==> config.mk <==
export PLATFORM = sky130hd
export DESIGN_NAME = mem_port_arbiter
export DESIGN_NICKNAME = d
export VERILOG_FILES = /design/src/rtl/mem_arb_pkg.sv /design/src/rtl/mem_align_chk.sv /design/src/rtl/mem_port_arbiter.sv
export SDC_FILE = /design/constraint.sdc
export NUM_CORES = 1
export LEC_CHECK = 0
export CAP_MARGIN = 20
export CELL_PAD_IN_SITES_DETAIL_PLACEMENT = 1
export CELL_PAD_IN_SITES_GLOBAL_PLACEMENT = 2
export CORE_ASPECT_RATIO = 1.75
export CORE_MARGIN = 5
export CORE_UTILIZATION = 10
export DETAILED_ROUTE_END_ITERATION = 12
export GPL_ROUTABILITY_DRIVEN = 1
export PLACE_DENSITY_LB_ADDON = 0.15
export SLEW_MARGIN = 20
export SYNTH_ARGS = -nofsm -noshare
export SYNTH_HDL_FRONTEND = slang
export SYNTH_SLANG_ARGS = --single-unit
==> constraint.sdc <==
create_clock -name clk -period 2.46 [get_ports clk]
set_clock_uncertainty 0.05 [all_clocks]
set_input_delay 0.738 -clock clk [delete_from_list [all_inputs] [get_ports clk]]
set_output_delay 0.738 -clock clk [all_outputs]
set_load 0.05 [all_outputs]
==> src/rtl/mem_arb_pkg.sv <==
// ---------------------------------------------------------------------------
// mem_arb_pkg
// Shared definitions for the data-memory port arbiter:
//   - F3_* : RISC-V func3 load/store width codes understood by the memory
//   - resp_t : owner of the response phase one cycle after a grant
// ---------------------------------------------------------------------------
package mem_arb_pkg;

    localparam logic [2:0] F3_B  = 3'b000;
    localparam logic [2:0] F3_H  = 3'b001;
    localparam logic [2:0] F3_W  = 3'b010;
    localparam logic [2:0] F3_BU = 3'b100;
    localparam logic [2:0] F3_HU = 3'b101;

    typedef enum logic [1:0] {
        RESP_NONE = 2'd0,
        RESP_IF   = 2'd1,
        RESP_D    = 2'd2,
        RESP_ERR  = 2'd3
    } resp_t;

endpackage

==> src/rtl/mem_align_chk.sv <==
// ---------------------------------------------------------------------------
// mem_align_chk
// Combinational legality check for a data-side memory access.
// Ports:
//   we      in  1  1 = store, 0 = load
//   func3   in  3  width code
//   addr_lo in  2  low two bits of the byte address
//   legal   out 1  access may be forwarded to memory
// ---------------------------------------------------------------------------
module mem_align_chk
    import mem_arb_pkg::*;
(
    input  logic       we,
    input  logic [2:0] func3,
    input  logic [1:0] addr_lo,
    output logic       legal
);

    // Bytes are always aligned; halves need an even address, words a
    // multiple of four. The unsigned variants only make sense for loads,
    // and the remaining func3 codes are not memory widths at all.
    always_comb begin
        legal = 1'b0;
        case (func3)
            F3_B:    legal = 1'b1;
            F3_BU:   legal = ~we;
            F3_H:    legal = ~addr_lo[0];
            F3_HU:   legal = ~we & ~addr_lo[0];
            F3_W:    legal = (addr_lo == 2'b00);
            default: legal = 1'b0;
        endcase
    end

endmodule

==> src/rtl/mem_port_arbiter.sv <==
// ---------------------------------------------------------------------------
// mem_port_arbiter
// Shares the single data-memory port between instruction fetch and the
// load/store unit. One grant per cycle, data has priority, but fetch wins a
// conflict once it has lost STARVE_MAX times in a row. Misaligned or
// illegal-width data accesses are granted but never reach memory; they are
// answered with a one-cycle d_err pulse instead.
// Ports:
//   clk, rst_n                          clock, async active-low reset
//   if_req/if_addr -> if_gnt            fetch request / same-cycle grant
//   if_rvalid/if_rdata                  fetch word, cycle after grant
//   d_req/d_we/d_addr/d_func3/d_wdata   data request
//   d_gnt                               data grant, same cycle
//   d_rvalid/d_rdata/d_err              load data or error, cycle after grant
//   m_re/m_we/m_addr/m_func3/m_wdata    memory request
//   m_rdata                             memory read data (registered addr)
// ---------------------------------------------------------------------------
module mem_port_arbiter
    import mem_arb_pkg::*;
#(
    parameter int ADDR_W     = 12,
    parameter int STARVE_MAX = 4
) (
    input  logic              clk,
    input  logic              rst_n,

    input  logic              if_req,
    input  logic [ADDR_W-1:0] if_addr,
    output logic              if_gnt,
    output logic              if_rvalid,
    output logic [31:0]       if_rdata,

    input  logic              d_req,
    input  logic              d_we,
    input  logic [ADDR_W-1:0] d_addr,
    input  logic [2:0]        d_func3,
    input  logic [31:0]       d_wdata,
    output logic              d_gnt,
    output logic              d_rvalid,
    output logic [31:0]       d_rdata,
    output logic              d_err,

    output logic              m_re,
    output logic              m_we,
    output logic [ADDR_W-1:0] m_addr,
    output logic [2:0]        m_func3,
    output logic [31:0]       m_wdata,
    input  logic [31:0]       m_rdata
);

    localparam logic [3:0] STARVE_LIM = 4'(STARVE_MAX);

    logic [3:0] starve_cnt;
    resp_t      resp_q;
    resp_t      resp_d;
    logic       d_legal;
    logic       fetch_wins;

    // Fetch words are always word aligned, so the low address bits are
    // dropped on purpose.
    logic [1:0] unused_if_addr_lo;
    assign unused_if_addr_lo = if_addr[1:0];

    mem_align_chk u_align_chk (
        .we      (d_we),
        .func3   (d_func3),
        .addr_lo (d_addr[1:0]),
        .legal   (d_legal)
    );

    // Grant selection and memory request steering. Grants are gated with
    // rst_n so nothing can reach memory while reset is held, even though
    // the requesters may still be asserting. The response owner for the
    // next cycle is decided here from the same grant.
    always_comb begin
        fetch_wins = if_req && (!d_req || (starve_cnt == STARVE_LIM));
        if_gnt     = rst_n && fetch_wins;
        d_gnt      = rst_n && d_req && !fetch_wins;

        m_re       = 1'b0;
        m_we       = 1'b0;
        m_addr     = '0;
        m_func3    = '0;
        m_wdata    = '0;
        resp_d     = RESP_NONE;

        if (if_gnt) begin
            m_re    = 1'b1;
            m_func3 = F3_W;
            m_addr  = {if_addr[ADDR_W-1:2], 2'b00};
            resp_d  = RESP_IF;
        end else if (d_gnt) begin
            m_addr  = d_addr;
            m_func3 = d_func3;
            m_wdata = d_wdata;
            if (d_legal) begin
                m_re   = ~d_we;
                m_we   = d_we;
                resp_d = d_we ? RESP_NONE : RESP_D;
            end else begin
                resp_d = RESP_ERR;
            end
        end
    end

    // Consecutive-loss counter for fetch. It only counts cycles where fetch
    // was actually asking, saturates at the limit so fetch keeps winning
    // until it is served, and clears the moment fetch is granted.
    always_ff @(posedge clk or negedge rst_n) begin
        if (!rst_n) begin
            starve_cnt <= 4'd0;
        end else if (if_gnt) begin
            starve_cnt <= 4'd0;
        end else if (if_req && (starve_cnt != STARVE_LIM)) begin
            starve_cnt <= starve_cnt + 4'd1;
        end
    end

    // Response owner register. Reset drops any response still in flight.
    always_ff @(posedge clk or negedge rst_n) begin
        if (!rst_n) begin
            resp_q <= RESP_NONE;
        end else begin
            resp_q <= resp_d;
        end
    end

    // Return path: memory data is routed to whoever owns this cycle's
    // response and is forced to zero for everyone else.
    always_comb begin
        if_rvalid = (resp_q == RESP_IF);
        d_rvalid  = (resp_q == RESP_D);
        d_err     = (resp_q == RESP_ERR);
        if_rdata  = if_rvalid ? m_rdata : 32'd0;
        d_rdata   = d_rvalid  ? m_rdata : 32'd0;
    end

endmodule

## Word level (Yosys, flattened, before mapping)

Index checks and enable logic that the tools add are counted.

| cells by class | value |
|---|---|
| equal/unequal tests | 9 |
| reduce and logical (&&, ||, !) cells | 11 |
| multiplexer cells | 21 |
| add/subtract/negate cells | 1 |
| bitwise gates (word level) | 3 |

Operator list:

| operator | count |
|---|---|
| two-way mux 32 bit | 4 |
| two-way mux 12 bit | 2 |
| two-way mux 2 bit | 4 |
| two-way mux 4 bit | 2 |
| equality test 3 bit, second input constant | 2 |
| two-way mux 1 bit | 6 |
| two-way mux 3 bit | 2 |
| logical AND 1 bit | 5 |
| case mux 1 bit (5 select lines) | 1 |
| adder 4 x 1 -> 4 bit, second input constant | 1 |
| equality test 2 bit, second input constant | 2 |
| equality test 4 x 3 -> 1 bit, second input constant | 1 |
| inequality test 4 x 3 -> 1 bit, second input constant | 1 |
| equality test 3 x 1 -> 1 bit, second input constant | 1 |
| equality test 3 x 2 -> 1 bit, second input constant | 1 |
| zero test 3 bit | 1 |
| equality test 2 x 1 -> 1 bit, second input constant | 1 |
| zero test 1 bit | 2 |
| zero test 2 bit | 1 |
| NOT 1 bit | 2 |
| nonzero test 2 bit | 1 |
| bitwise AND 1 bit | 1 |
| logical OR 1 bit | 1 |

| storage, ports and cells | value |
|---|---|
| register bits | 6 |
| output and inout port bits | 118 |
| logic and storage cells | 47 |

## Logic depth before layout (Yosys ltp)

| logic depth | value |
|---|---|
| depth after elaboration | 7 |
| depth in mapped cells | 8 |
| gate-level depth less buffers | 6 |

## Cells and area by module

From an unflattened synthesis, not the netlist that was laid out.

| second synthesis, totals | value |
|---|---|
| cells, all modules | 165 |
| area total of the unflattened synthesis | 1,194.9 sq um |

By module, submodules not included:

| module | times used | area each (sq um) | cells each |
|---|---|---|---|
| mem_port_arbiter | 1 | 1,176.1 | 163 |
| mem_align_chk | 1 | 18.8 | 2 |

## Worst setup path before layout

Ideal clock, no wire load.

| path | value |
|---|---|
| kind | input port to output port |
| start point | input port d_func3[0] |
| end point | output port m_we |
| slack | -0.121 ns |
| stages on the path | 2 |
| arrival | 1.793 ns |
| data required time | 1.672 ns |
| path buffers | 0 |
| cells stage by stage | o41ai_1 -> and3_1 |

| between the ends | value |
|---|---|
| longest elaborated chain between the ends | 5 |
| elaborated cells on any way between the ends | 9 |
| classes of those cells | eq/ne (4); mux (4); reduce/logical (1) |

RTL lines:

| what | line | source |
|---|---|---|
| start, declared | mem_port_arbiter.sv:36 | `input logic [2:0] d_func3,` |
| equality test 3 x 2 -> 1 bit, or another cell as far along | mem_align_chk.sv:24 | `case (func3)` |
| case mux 1 bit (5 select lines) (*) | mem_align_chk.sv:24 |  |
| two-way mux 1 bit (*) | mem_port_arbiter.sv:96 | `if (d_legal) begin` |
| two-way mux 1 bit (*) | mem_port_arbiter.sv:92 | `end else if (d_gnt) begin` |
| two-way mux 1 bit (*) | mem_port_arbiter.sv:87 | `if (if_gnt) begin` |
| end, declared | mem_port_arbiter.sv:44 | `output logic m_we,` |

Mark *: on every way between the ends. The rest lies on a longest branch, timed or not.

## Final worst setup path

Same ends and word-level chain as after synthesis.

==> qor.json <==
{
  "clocking": {
    "post_cts_hold_buffer_count": 0,
    "clock_tree.buffer_depth": 2,
    "ctsHtreeMaxLevel": 1,
    "worst_skew_pair.late_latency_ns": 0.23,
    "clk_pin_slew_worst_paths_ns": 0.03,
    "tritoncts_clock_tree": "yes",
    "ctsRootBufferMaster": "clkbuf_16",
    "cts.sink_count": 6,
    "cts-buffers-inserted": 3
  },
  "global_route": {
    "use_met2": 0.2614,
    "grt_antenna_before_repair": 0,
    "total_routing_usage_reported_by_global_routing": 0.1214,
    "grt_max_degree": 21,
    "top_usage_layer": "met2",
    "met1_usage": 0.09936,
    "met3_usage_grt": 0.05019,
    "wire_length_of_the_first_global_routing_pass_mm": 13.55,
    "grt_overflow_total": 0,
    "via_count_of_the_first_global_routing_pass": 2385
  },
  "yosys": {
    "syn_nets": 264,
    "yosys-top-cells-area": "and2_1 47%, dfrtp_1 12%, a22o_1 7.2%",
    "netlist_instances": 166,
    "yosys_register_bits": 6,
    "post-synth-top-area-cell": "and2_1",
    "yosys_warnings": 0,
    "syn_area_per_cell_sq_um": 7.356,
    "synth_largest_type_area_fraction": 0.4662,
    "synth.distinct_cells": 30,
    "ys_seq_area_frac": 0.1230,
    "post_synth_instance_area_sq_um": 1221
  },
  "worst_setup_path": {
    "timing.setup.critical_path_class": "input port to primary output",
    "cp.arrival_ns": 1.77,
    "worst_path_max_delay_cell": "a221o_1",
    "endpoint_kind": "primary output",
    "cp_max_fo": 3,
    "critical_path_buf_inv_count": 3,
    "cp_top_family": "compound AO/OA/AOI/OAI gates",
    "critical_path_source_type": "input port",
    "timing.critical_path.cells": "buf_8 > buf_6 > a221o_1 > o41ai_4 > and3_4 > buf_12",
    "critical_path.max_stage_delay_ns": 0.37,
    "worst_path_required_time_ns": 1.67
  },
  "finish": {
    "antennaDiodeCount": 0,
    "commonest_cells_after_routing_fill_and_taps_aside": "120 x buf_12, 84 x clkdlybuf4s50_1, 66 x and2_1",
    "flow.area_growth_from_synthesis_pct": 331.7,
    "fill_cells": 1277,
    "layout_commonest_cell": "buf_12",
    "ratio_of_cells_with_drive_above_1_in_the_final_layout": 0.5383,
    "final_nets": 505
  },
  "sta": {
    "min_period_over_period": 1.040,
    "setup_violations": 30,
    "achievable-frequency_ghz": 0.3909,
    "slew-limit-headroom": 0.7875,
    "rsz_0062_raised_after_global_routing": "yes",
    "postLayoutSetupSlackWorst_ns": -0.09829,
    "slew_violations": 0,
    "hold_viol": 0,
    "timing_worst_slew_pin_value_ns": 0.3177,
    "finalCriticalPeriod_ns": 2.558,
    "fin_hold_ws_ns": 0.4650
  },
  "floorplan": {
    "floorplan.io_pins": 214,
    "num_rows": 53,
    "core_area_sq_um": 12000,
    "starting_density": 0.1017,
    "floorplan.die_area_sq_um": 14610,
    "dieWidth_microns": 93.54,
    "chipHeight_microns": 156.2
  },
  "placed_design": {
    "io_buffers": 211,
    "gpl.final_weighted_congestion": 0.7070,
    "place.detailed.hpwl_mm": 8.319
  },
  "pwr": {
    "peakVddDrop_v": 0.0002094,
    "fin_total_pwr_w": 0.002273,
    "p_leak_nw": 2.252,
    "pwr_per_cell_area_nw_per_um2": 431.3
  },
  "route": {
    "drc_errors": 0,
    "avgRoutedWirePerCell_microns": 16.54,
    "detail_route.first_pass.iterations": 4,
    "wirelength_mm": 9.429,
    "final_antenna_net_count": 0,
    "route.detailed.vias_per_inst": 3.719,
    "drt_first_iter_violations": 40,
    "vias": 2120
  },
  "outcome": {
    "violations": "negative setup slack",
    "run_status": "finished, violations left"
  },
  "min_path": {
    "path_class_of_the_lowest_slack_min_delay_path": "input port to async pin"
  },
  "run": {
    "max_cap_viol_count": 0
  }
}
## through the flow
step / setup slack (ns) / cell area, sq um / setup TNS [ns] / util / instances
5_1_grt: -0.1255 / 5271 / -3.259 / 0.4392 / 570
4_1_cts: -0.1120 / 5204 / -0.9793 / 0.4335 / 566
3_3_place_gp: -0.5492 / 4871 / -24.41 / 0.4058 / 554
6_report: -0.09829 / 5271 / -1.001 / 0.4392 / 570
3_5_place_dp: -0.6012 / 4871 / -24.55 / 0.4058 / 554
2_1_floorplan: -0.009405 / 1239 / -0.009405 / - / 166
## synthesized netlist by cell type (all sizes together)
library cell and count:
inv 6, o21ai 2, and3 1, a21oi 5, a221o 1, nor2b 3
o41ai 1, ha 2, nand2 3, and2 101, nor3 1, buf 4
clkbuf 8, nand4b 1, a22o 10, nand3 3, nand3b 1, nand4 1
o21bai 1, a31o 2, or3 1, dfrtp 6, and3b 1, a211oi 1
## final timing paths
kind	end	depth (start not counted)	startpoint	slack [ns]
setup / recovery	m_we	6	d_func3[0]	-0.1
hold / removal	starve_cnt[0]	2	rst_n	0.47
setup reg to reg	starve_cnt[2]	7	starve_cnt[0]	1.00
hold reg to reg	starve_cnt[3]	2	starve_cnt[3]	0.56
max in group asynchronous	starve_cnt[3]	2	rst_n	1.78
min in group clk	starve_cnt[3]	2	starve_cnt[3]	0.56
## power by group
| group | internal (W) | switching [W] |
|---|---|---|
| registers | 0.000130 | 0.0000320 |
| clock network | 0.000209 | 0.0000540 |
| logic | 0.000955 | 0.000894 |
## cell type report
| class | instances | area (sq um) | share of cell area |
|---|---|---|---|
| clock buffer | 3 | 75.07 | 0.01424 |
| multi-input combinational | 142 | 1142 | 0.2167 |
| inverter | 6 | 27.53 | 0.005222 |
| tap | 165 | 206.4 | 0.03916 |
| timing repair buffer | 248 | 3670 | 0.6962 |
| sequential | 6 | 150.1 | 0.02848 |
## timing repair
item,4_1_cts,5_1_grt
resized for setup,84,3
setup endpoints to repair,51,48
setup buffers,7,3
pin swaps,15,5
gates cloned,2,1
## registers in the layout (all words and copies together) (netlist names)
signal      cells
starve_cnt      4
resp_q          2
## cells by family (layout without fill, tap and decap cells)
logic type      count (synthesis)  count (layout)  synth area share
fa+ha+maj                       2               2           0.02049
compound gates                 23              23            0.1516
simple gates                  117             117            0.6291
flops                           6               6            0.1229
buf+inv                        18             257           0.07581
## per-layer routing
layer | part of all wire | vias to the layer above
met1 | 0.28 | 970
met5 | 0 | -
met3 | 0.11 | 4
li1 | - | 1013
met2 | 0.60 | 133
met4 | 0.0053 | 0
Power figures use the tool's default switching activity.
